$ cat src/rtl/mac_pkg.sv
// Shared types and arithmetic helpers for the dense-layer MAC blocks.
// The MAC_LAYER_SAT_EN macro selects saturating narrowing in the users of saturate().
package mac_pkg;

  typedef enum logic [2:0] {
    ST_IDLE  = 3'd0,
    ST_FETCH = 3'd1,
    ST_DRAIN = 3'd2,
    ST_ACT   = 3'd3,
    ST_OUT   = 3'd4,
    ST_DONE  = 3'd5
  } state_e;

  localparam int WIDE_W = 64;
  typedef logic signed [WIDE_W-1:0] wide_t;

  // Address width that stays legal when a memory has a single entry.
  function automatic int addr_w(input int depth);
    return (depth > 1) ? $clog2(depth) : 1;
  endfunction

  function automatic int acc_w(input int dw, input int n_in);
    return 2 * dw + $clog2(n_in) + 1;
  endfunction

  function automatic wide_t relu(input wide_t v);
    if (v < 64'sd0) begin
      return {WIDE_W{1'b0}};
    end else begin
      return v;
    end
  endfunction

  function automatic wide_t saturate(input wide_t v, input int dw);
    wide_t lim;
    lim = (64'sd1 <<< (dw - 1)) - 64'sd1;
    if (v > lim) begin
      return lim;
    end else begin
      return v;
    end
  endfunction

  // Keep the low dw bits, then treat them as signed and clip negatives to zero.
  function automatic wide_t wrap_relu(input wide_t v, input int dw);
    wide_t mask;
    wide_t t;
    mask = (64'sd1 <<< dw) - 64'sd1;
    t    = v & mask;
    if (t[dw-1]) begin
      return {WIDE_W{1'b0}};
    end else begin
      return t;
    end
  endfunction

endpackage

$ cat src/rtl/mac_layer_sched_if.sv
// Layer memory read ports and the valid/ready result stream of mac_layer_sched.
interface mac_layer_sched_if #(
  parameter int DW    = 16,
  parameter int N_IN  = 16,
  parameter int N_OUT = 16
);
  import mac_pkg::*;

  localparam int XAW = addr_w(N_IN);
  localparam int WAW = addr_w(N_IN * N_OUT);
  localparam int NAW = addr_w(N_OUT);

  logic [XAW-1:0] x_addr;
  logic [DW-1:0]  x_data;
  logic [WAW-1:0] w_addr;
  logic [DW-1:0]  w_data;
  logic [NAW-1:0] b_addr;
  logic [DW-1:0]  b_data;
  logic           o_valid;
  logic           o_ready;
  logic [NAW-1:0] o_idx;
  logic [DW-1:0]  o_data;

  modport master (
    output x_addr, w_addr, b_addr, o_valid, o_idx, o_data,
    input  x_data, w_data, b_data, o_ready
  );

  modport slave (
    input  x_addr, w_addr, b_addr, o_valid, o_idx, o_data,
    output x_data, w_data, b_data, o_ready
  );
endinterface

$ cat src/rtl/mac_acc_unit.sv
// Accumulates returning x*w products, adds the bias, rescales, applies ReLU and narrows.
// Narrowing saturates when MAC_LAYER_SAT_EN is defined, otherwise wraps.
module mac_acc_unit #(
  parameter int DW   = 16,
  parameter int FRAC = 8,
  parameter int N_IN = 16
) (
  input  logic          clk,
  input  logic          rst,
  input  logic          mac_en,
  input  logic          mac_first,
  input  logic          act_en,
  input  logic [DW-1:0] x_data,
  input  logic [DW-1:0] w_data,
  input  logic [DW-1:0] b_data,
  output logic [DW-1:0] o_data
);
  import mac_pkg::*;

  localparam int AW = acc_w(DW, N_IN);

  logic                   vld_q, vld_d;
  logic                   first_q, first_d;
  logic signed [AW-1:0]   acc_q, acc_d;
  logic signed [DW-1:0]   bias_q, bias_d;
  logic [DW-1:0]          o_data_q, o_data_d;
  logic signed [2*DW-1:0] prod_s;
  logic signed [AW-1:0]   prod_ext_s;
  logic signed [AW-1:0]   bias_ext_s;
  logic signed [AW-1:0]   sum_s;
  logic signed [AW-1:0]   shifted_s;
  wide_t                  wide_s;
  logic [DW-1:0]          narrow_s;

  // Memory data lags the address by one cycle, so the issue strobes are delayed to match.
  always_comb begin
    vld_d      = mac_en;
    first_d    = mac_first;
    prod_s     = $signed(x_data) * $signed(w_data);
    prod_ext_s = {{(AW-2*DW){prod_s[2*DW-1]}}, prod_s};
    bias_ext_s = {{(AW-DW){bias_q[DW-1]}}, bias_q};
    sum_s      = acc_q + (bias_ext_s <<< FRAC);
    shifted_s  = sum_s >>> FRAC;
    wide_s     = {{(WIDE_W-AW){shifted_s[AW-1]}}, shifted_s};
`ifdef MAC_LAYER_SAT_EN
    narrow_s   = DW'(saturate(relu(wide_s), DW));
`else
    narrow_s   = DW'(wrap_relu(relu(wide_s), DW));
`endif
    if (vld_q) begin
      if (first_q) begin
        acc_d  = prod_ext_s;
        bias_d = $signed(b_data);
      end else begin
        acc_d  = acc_q + prod_ext_s;
        bias_d = bias_q;
      end
    end else begin
      acc_d  = acc_q;
      bias_d = bias_q;
    end
    if (act_en) begin
      o_data_d = narrow_s;
    end else begin
      o_data_d = o_data_q;
    end
  end

  // Datapath registers.
  always_ff @(posedge clk) begin
    if (rst) begin
      vld_q    <= 1'b0;
      first_q  <= 1'b0;
      acc_q    <= {AW{1'b0}};
      bias_q   <= {DW{1'b0}};
      o_data_q <= {DW{1'b0}};
    end else begin
      vld_q    <= vld_d;
      first_q  <= first_d;
      acc_q    <= acc_d;
      bias_q   <= bias_d;
      o_data_q <= o_data_d;
    end
  end

  assign o_data = o_data_q;

endmodule

$ cat src/rtl/mac_layer_sched.sv
// Dense-layer scheduler: walks neurons and inputs over one shared MAC and streams ReLU results.
// Build option MAC_LAYER_SAT_EN: saturate results to DW bits instead of wrapping.
module mac_layer_sched #(
  parameter int DW    = 16,
  parameter int FRAC  = 8,
  parameter int N_IN  = 16,
  parameter int N_OUT = 16
) (
  input  logic              clk,
  input  logic              rst,
  input  logic              start,
  output logic              busy,
  output logic              done,
  mac_layer_sched_if.master bus
);
  import mac_pkg::*;

  localparam int XAW = addr_w(N_IN);
  localparam int WAW = addr_w(N_IN * N_OUT);
  localparam int NAW = addr_w(N_OUT);
  localparam logic [XAW-1:0] J_LAST = XAW'(N_IN - 1);
  localparam logic [NAW-1:0] N_LAST = NAW'(N_OUT - 1);

  state_e         state_q, state_d;
  logic [XAW-1:0] j_q, j_d;
  logic [NAW-1:0] n_q, n_d;
  logic [WAW-1:0] w_addr_q, w_addr_d;
  logic           busy_q, busy_d;
  logic           done_q, done_d;
  logic           o_valid_q, o_valid_d;
  logic           mac_en;
  logic           mac_first;
  logic           act_en;
  logic [DW-1:0]  o_data_s;

  // Next-state, counters and addresses; w_addr steps by one so it always equals n*N_IN+j.
  always_comb begin
    state_d  = state_q;
    j_d      = j_q;
    n_d      = n_q;
    w_addr_d = w_addr_q;
    case (state_q)
      ST_IDLE: begin
        if (start) begin
          state_d  = ST_FETCH;
          j_d      = {XAW{1'b0}};
          n_d      = {NAW{1'b0}};
          w_addr_d = {WAW{1'b0}};
        end else begin
          state_d = ST_IDLE;
        end
      end
      ST_FETCH: begin
        if (j_q == J_LAST) begin
          state_d = ST_DRAIN;
        end else begin
          j_d      = j_q + XAW'(1'b1);
          w_addr_d = w_addr_q + WAW'(1'b1);
        end
      end
      ST_DRAIN: state_d = ST_ACT;
      ST_ACT:   state_d = ST_OUT;
      ST_OUT: begin
        if (o_valid_q && bus.o_ready) begin
          if (n_q == N_LAST) begin
            state_d = ST_DONE;
          end else begin
            state_d  = ST_FETCH;
            n_d      = n_q + NAW'(1'b1);
            j_d      = {XAW{1'b0}};
            w_addr_d = w_addr_q + WAW'(1'b1);
          end
        end else begin
          state_d = ST_OUT;
        end
      end
      ST_DONE:  state_d = ST_IDLE;
      default:  state_d = ST_IDLE;
    endcase
    busy_d    = state_d inside {ST_FETCH, ST_DRAIN, ST_ACT, ST_OUT};
    done_d    = (state_d == ST_DONE);
    o_valid_d = (state_d == ST_OUT);
  end

  // Control registers; flag outputs follow the registered state.
  always_ff @(posedge clk) begin
    if (rst) begin
      state_q   <= ST_IDLE;
      j_q       <= {XAW{1'b0}};
      n_q       <= {NAW{1'b0}};
      w_addr_q  <= {WAW{1'b0}};
      busy_q    <= 1'b0;
      done_q    <= 1'b0;
      o_valid_q <= 1'b0;
    end else begin
      state_q   <= state_d;
      j_q       <= j_d;
      n_q       <= n_d;
      w_addr_q  <= w_addr_d;
      busy_q    <= busy_d;
      done_q    <= done_d;
      o_valid_q <= o_valid_d;
    end
  end

  assign mac_en    = (state_q == ST_FETCH);
  assign mac_first = mac_en && (j_q == {XAW{1'b0}});
  assign act_en    = (state_q == ST_ACT);

  mac_acc_unit #(
    .DW   (DW),
    .FRAC (FRAC),
    .N_IN (N_IN)
  ) u_acc (
    .clk       (clk),
    .rst       (rst),
    .mac_en    (mac_en),
    .mac_first (mac_first),
    .act_en    (act_en),
    .x_data    (bus.x_data),
    .w_data    (bus.w_data),
    .b_data    (bus.b_data),
    .o_data    (o_data_s)
  );

  assign busy        = busy_q;
  assign done        = done_q;
  assign bus.x_addr  = j_q;
  assign bus.w_addr  = w_addr_q;
  assign bus.b_addr  = n_q;
  assign bus.o_idx   = n_q;
  assign bus.o_valid = o_valid_q;
  assign bus.o_data  = o_data_s;

endmodule

$ cat src/flat_wrapper.sv
// flat-port wrapper written by rule: the top's interface ports become plain ports
module mac_layer_sched_flat import mac_pkg::*;
#(
  parameter int DW    = 16,
  parameter int FRAC  = 8,
  parameter int N_IN  = 16,
  parameter int N_OUT = 16
)
  (clk, rst, start, busy, done, bus_x_addr, bus_w_addr, bus_b_addr, bus_o_valid, bus_o_idx, bus_o_data, bus_x_data, bus_w_data, bus_b_data, bus_o_ready);
  mac_layer_sched_if #(.DW(DW), .N_IN(N_IN), .N_OUT(N_OUT)) bus_i ();
  input  logic clk;
  input  logic rst;
  input  logic start;
  output logic busy;
  output logic done;
  output wire logic [$bits(bus_i.x_addr)-1:0] bus_x_addr;
  output wire logic [$bits(bus_i.w_addr)-1:0] bus_w_addr;
  output wire logic [$bits(bus_i.b_addr)-1:0] bus_b_addr;
  output wire logic [$bits(bus_i.o_valid)-1:0] bus_o_valid;
  output wire logic [$bits(bus_i.o_idx)-1:0] bus_o_idx;
  output wire logic [$bits(bus_i.o_data)-1:0] bus_o_data;
  input wire logic [$bits(bus_i.x_data)-1:0] bus_x_data;
  input wire logic [$bits(bus_i.w_data)-1:0] bus_w_data;
  input wire logic [$bits(bus_i.b_data)-1:0] bus_b_data;
  input wire logic [$bits(bus_i.o_ready)-1:0] bus_o_ready;
  assign bus_x_addr = bus_i.x_addr;
  assign bus_w_addr = bus_i.w_addr;
  assign bus_b_addr = bus_i.b_addr;
  assign bus_o_valid = bus_i.o_valid;
  assign bus_o_idx = bus_i.o_idx;
  assign bus_o_data = bus_i.o_data;
  assign bus_i.x_data = bus_x_data;
  assign bus_i.w_data = bus_w_data;
  assign bus_i.b_data = bus_b_data;
  assign bus_i.o_ready = bus_o_ready;
  mac_layer_sched #(.DW(DW), .FRAC(FRAC), .N_IN(N_IN), .N_OUT(N_OUT)) u_core (.clk(clk), .rst(rst), .start(start), .busy(busy), .done(done), .bus(bus_i));
endmodule
$ cat config.mk
export PLATFORM = sky130hd
export DESIGN_NAME = mac_layer_sched_flat
export DESIGN_NICKNAME = d
export VERILOG_FILES = /design/src/rtl/mac_pkg.sv /design/src/rtl/mac_layer_sched_if.sv /design/src/rtl/mac_acc_unit.sv /design/src/rtl/mac_layer_sched.sv /design/src/flat_wrapper.sv
export SDC_FILE = /design/constraint.sdc
export NUM_CORES = 1
export LEC_CHECK = 0
export ABC_AREA = 1
export ABC_CLOCK_PERIOD_IN_PS = 7180
export CAP_MARGIN = 20
export CORE_UTILIZATION = 30
export DETAILED_ROUTE_END_ITERATION = 7
export PLACE_DENSITY = 0.49
export SLEW_MARGIN = 20
export SYNTH_ARGS = -nofsm -noshare
export SYNTH_HDL_FRONTEND = slang
export SYNTH_SLANG_ARGS = --single-unit
$ cat constraint.sdc
create_clock -name clk -period 7.18 [get_ports clk]
set_input_delay 1.077 -clock clk [delete_from_list [all_inputs] [get_ports clk]]
set_output_delay 1.077 -clock clk [all_outputs]
set_load 0.02 [all_outputs]
==> metrics.md <==
| Metric | Value |
|---|---|
| Antenna Violating Nets Remaining | `0` |
| CTS clk-pin slew, worst paths | `0.08 ns` |
| Die Y | `249 microns` |
| Number of synthesized register bits | `92` |
| Clock Sinks | `92` |
| Syn avg cell area | `6.96 sq um` |
| Number of H-tree levels | `3` |
| Post-synthesis net count | `3099` |
| Nature of the critical path endpoint | `flop` |
| Final hold vios | `0` |
| Core box area | `60400 sq um` |
| Final routed DRC violation total | `0` |
| Final setup violation count | `20` |
| First-pass GRT wire length | `106 mm` |
| Slew headroom | `34.2%` |
| Distinct cell type count after synthesis | `54` |
| CTS tree | `done` |
| Largest net degree at the start of global routing | `44` |
| FMAX | `134 MHz` |
| Die width | `249 microns` |
| CP max-delay cell | `fa_1` |
| Post-Layout Cell Count | `3939` |
| WL per Instance | `16.6 microns` |
| Critical path's largest stage delay | `0.58 ns` |
| Ys flop type | `dfxtp_1` |
| Required time worst endpoint | `7.43 ns` |
| Post-DR vias/cell | `4.72` |
| Drt pass-1 iters | `5` |
| Worst Setup Slack, final | `-0.285 ns` |
| Synth Cell Area | `18300 sq um` |
| Post-synthesis sequential area ratio | `10.1%` |
| Placed cells | `3745` |
| N_diodes | `0` |
| Post-Route WL | `65.4 mm` |
| Crit start category | `input pin` |
| Dpl hpwl | `51.0 mm` |
| Status | `finished, violations left` |
| Antenna violations before repair | `0` |
| Grt total ovfl | `0` |
| Via count | `18593` |
| Vias in the first global route | `19718` |
| Global-route usage over all layers | `21.4%` |
| # hold bufs at CTS | `0` |
| Worst Path Buf+Inv | `11` |
| Worst-Margin Slew | `0.986 ns` |
| Area grow syn2layout | `51.4%` |
| Min cycle time layout | `7.47 ns` |
| Crit path DAT | `7.72 ns` |
| Min-Delay Path Class | `reg -> reg` |
| Total CTS buffers | `9` |
| Final nets | `3621` |
| Root Driver | `clkbuf_16` |
| Die area | `62000 sq um` |
| DR iter-0 viols | `879` |
| Initial Util | `30.3%` |
| I/O Buffers | `89` |
| Violated checks | `setup timing` |
| Largest delay share family, worst path | `adder cells` |
| Worst-path maximum fanout | `5` |
| Row cnt | `90` |
| RSZ-0062 raised after global routing | `true` |
| Hold WS | `0.467 ns` |
| Final period util | `104%` |
| Max clock buf depth | `2` |
| Share of cells above drive strength 1 | `37.8%` |
| Clk_lat worst skew | `0.36 ns` |
| Syn Inst Count | `2631` |
| Gpl congestion | `0.898` |
| MaxCap Viol Count | `0` |
| Final Skew | `0.0110 ns` |
| Post-synth EDFFs | `0` |
| I/O pins | `91` |
| Asr flop ratio synth | `0%` |
| Critical path class | `in -> reg` |
| Most frequent CP cell | `inv_2` |
| Ys Warns | `0` |
| Slew Viols, Final | `0` |
-- layout by cell type, fill, tap and decap left out, types with 9 or more instances in the layout --
cell type,count
o21ai_0,50
xor2_1,15
xnor2_1,14
o21ai_1,20
nor3_1,13
a21oi_2,44
nand2_1,496
clkbuf_16,9
inv_2,99
ha_1,95
nor3_4,9
and2_4,10
inv_1,497
buf_6,96
nand3_2,33
fa_1,227
dfxtp_1,92
clkdlybuf4s50_1,58
buf_4,395
nand3b_1,11
nand3_1,82
a21oi_1,84
nand2_2,105
o21ai_2,16
buf_8,9
a21oi_4,27
fa_2,37
nand2_4,59
buf_12,21
nor2_1,125
nand2_8,9
ha_4,52
nor2_4,50
nor2_2,27
nand4_1,29
inv_4,9
-- final cells by class --
type                       count  area [sq um]
clock buffer                   9           225
clock inverter                 6          71.3
fill                        5994         32600
inverter                     609          2330
multi-input combinational   1843         16900
sequential                    92          1840
tap                          782           978
timing repair buffer         598          5430
-- synth_stat cells, types with 2 or more instances --
cell | instances | area share (%)
nand2_1 | 647 | 13
inv_1 | 593 | 12
fa_1 | 264 | 29
nor2_1 | 193 | 4.0
ha_1 | 152 | 10
a21oi_1 | 146 | 4.0
nand3_1 | 114 | 3.1
dfxtp_1 | 92 | 10
o21ai_0 | 78 | 2.1
clkbuf_1 | 71 | 1.5
nand4_1 | 29 | 0.99
nor3_1 | 22 | 0.60
xor2_1 | 20 | 0.96
nand2_2 | 18 | 0.61
xnor2_1 | 16 | 0.77
o21bai_1 | 15 | 0.61
inv_2 | 13 | 0.27
and2_1 | 12 | 0.41
nand3b_1 | 11 | 0.45
o21ai_1 | 10 | 0.27
a21oi_2 | 9 | 0.43
a31oi_1 | 9 | 0.31
a21o_1 | 8 | 0.33
nor2_2 | 8 | 0.27
buf_2 | 6 | 0.16
or2_2 | 6 | 0.20
and3_1 | 5 | 0.17
buf_4 | 5 | 0.20
o21a_1 | 5 | 0.20
or2_0 | 5 | 0.17
or2_1 | 5 | 0.17
nand2_4 | 4 | 0.25
nand3_2 | 4 | 0.22
nor3_2 | 4 | 0.22
o21ai_2 | 4 | 0.19
buf_1 | 3 | 0.061
a211oi_1 | 2 | 0.082
buf_6 | 2 | 0.12
inv_4 | 2 | 0.068
nand2b_1 | 2 | 0.068
nor4_1 | 2 | 0.068
o211ai_1 | 2 | 0.082
o221ai_1 | 2 | 0.096
-- logic make-up (layout without fill, tap and decap cells) --
logic type | count (synthesis) | after routing | synth area share, %
flip-flops | 92 | 92 | 10.1
AO/OA/AOI/OAI | 295 | 295 | 8.97
other | 1 | 1 | 0.0205
adder cells (fa/ha/maj) | 416 | 416 | 39.2
XOR/XNOR | 37 | 37 | 1.81
AND/OR/NAND/NOR | 1094 | 1094 | 25.4
buffers and inverters | 696 | 1222 | 14.5
-- metrics by stage --
| step | setup TNS (ns) | util (%) | worst slack, ns | instance area, sq um |
|---|---|---|---|---|
| floorplan | -0.00969 | - | -0.00969 | 18800 |
| global placement | -35.07 | 37.7 | -1.74 | 22700 |
| detailed placement | -34.77 | 37.7 | -1.72 | 22700 |
| CTS | -3.27 | 43.6 | -0.290 | 26300 |
| global route | -7.88 | 45.9 | -0.517 | 27700 |
| finish | -3.10 | 45.9 | -0.285 | 27700 |
-- tightest hold or removal path: cells and delay by family (launching register included) --
family | cells | cell delay (ns)
simple gates | 1 | 0.06
compound gates | 1 | 0.06
flops | 1 | 0.31
-- metal layers --
layer	GRT usage, %	part of all wire [%]	up-vias
met4	5.38	2.7	0
met2	38.8	51	356
met1	27.3	44	9152
met3	1.69	2.8	87
met5	0	0	-
li1	-	-	8998
-- worst paths after layout --
| check | from | end | slack (ns) | cells past startpoint |
|---|---|---|---|---|
| max | bus_x_data[11] | u_core.u_acc.acc_q[33]$_SDFFE_PP0P_ | -0.29 | 37 |
| min | u_core.u_acc.o_data[2]$_SDFFE_PP0N_ | u_core.u_acc.o_data[2]$_SDFFE_PP0N_ | 0.47 | 2 |
| max reg2reg | u_core.u_acc.vld_q$_SDFF_PP0_ | u_core.u_acc.acc_q[14]$_SDFFE_PP0P_ | 4.07 | 9 |
| min reg2reg | u_core.u_acc.o_data[2]$_SDFFE_PP0N_ | u_core.u_acc.o_data[2]$_SDFFE_PP0N_ | 0.47 | 2 |
-- flip-flops by register name, summed over array words and instances (netlist names), 3 cells and up --
signal and count:
u_core.u_acc.o_data 15, u_core.u_acc.acc_q 37, u_core.u_acc.bias_q 16, u_core.bus.w_addr 8
u_core.bus.b_addr 4, u_core.bus.x_addr 4, u_core.state_q 3
-- what timing repair did --
action	CTS	global route
gates cloned	8	0
endpoints found under the setup margin	27	27
setup buffers	121	61
gates resized for setup	713	317
pin swaps	237	224
endpoints found under the hold margin	0	0
Power is not shown: default switching activity piles up to over one toggle a cycle in this logic, so the estimate is an artifact.
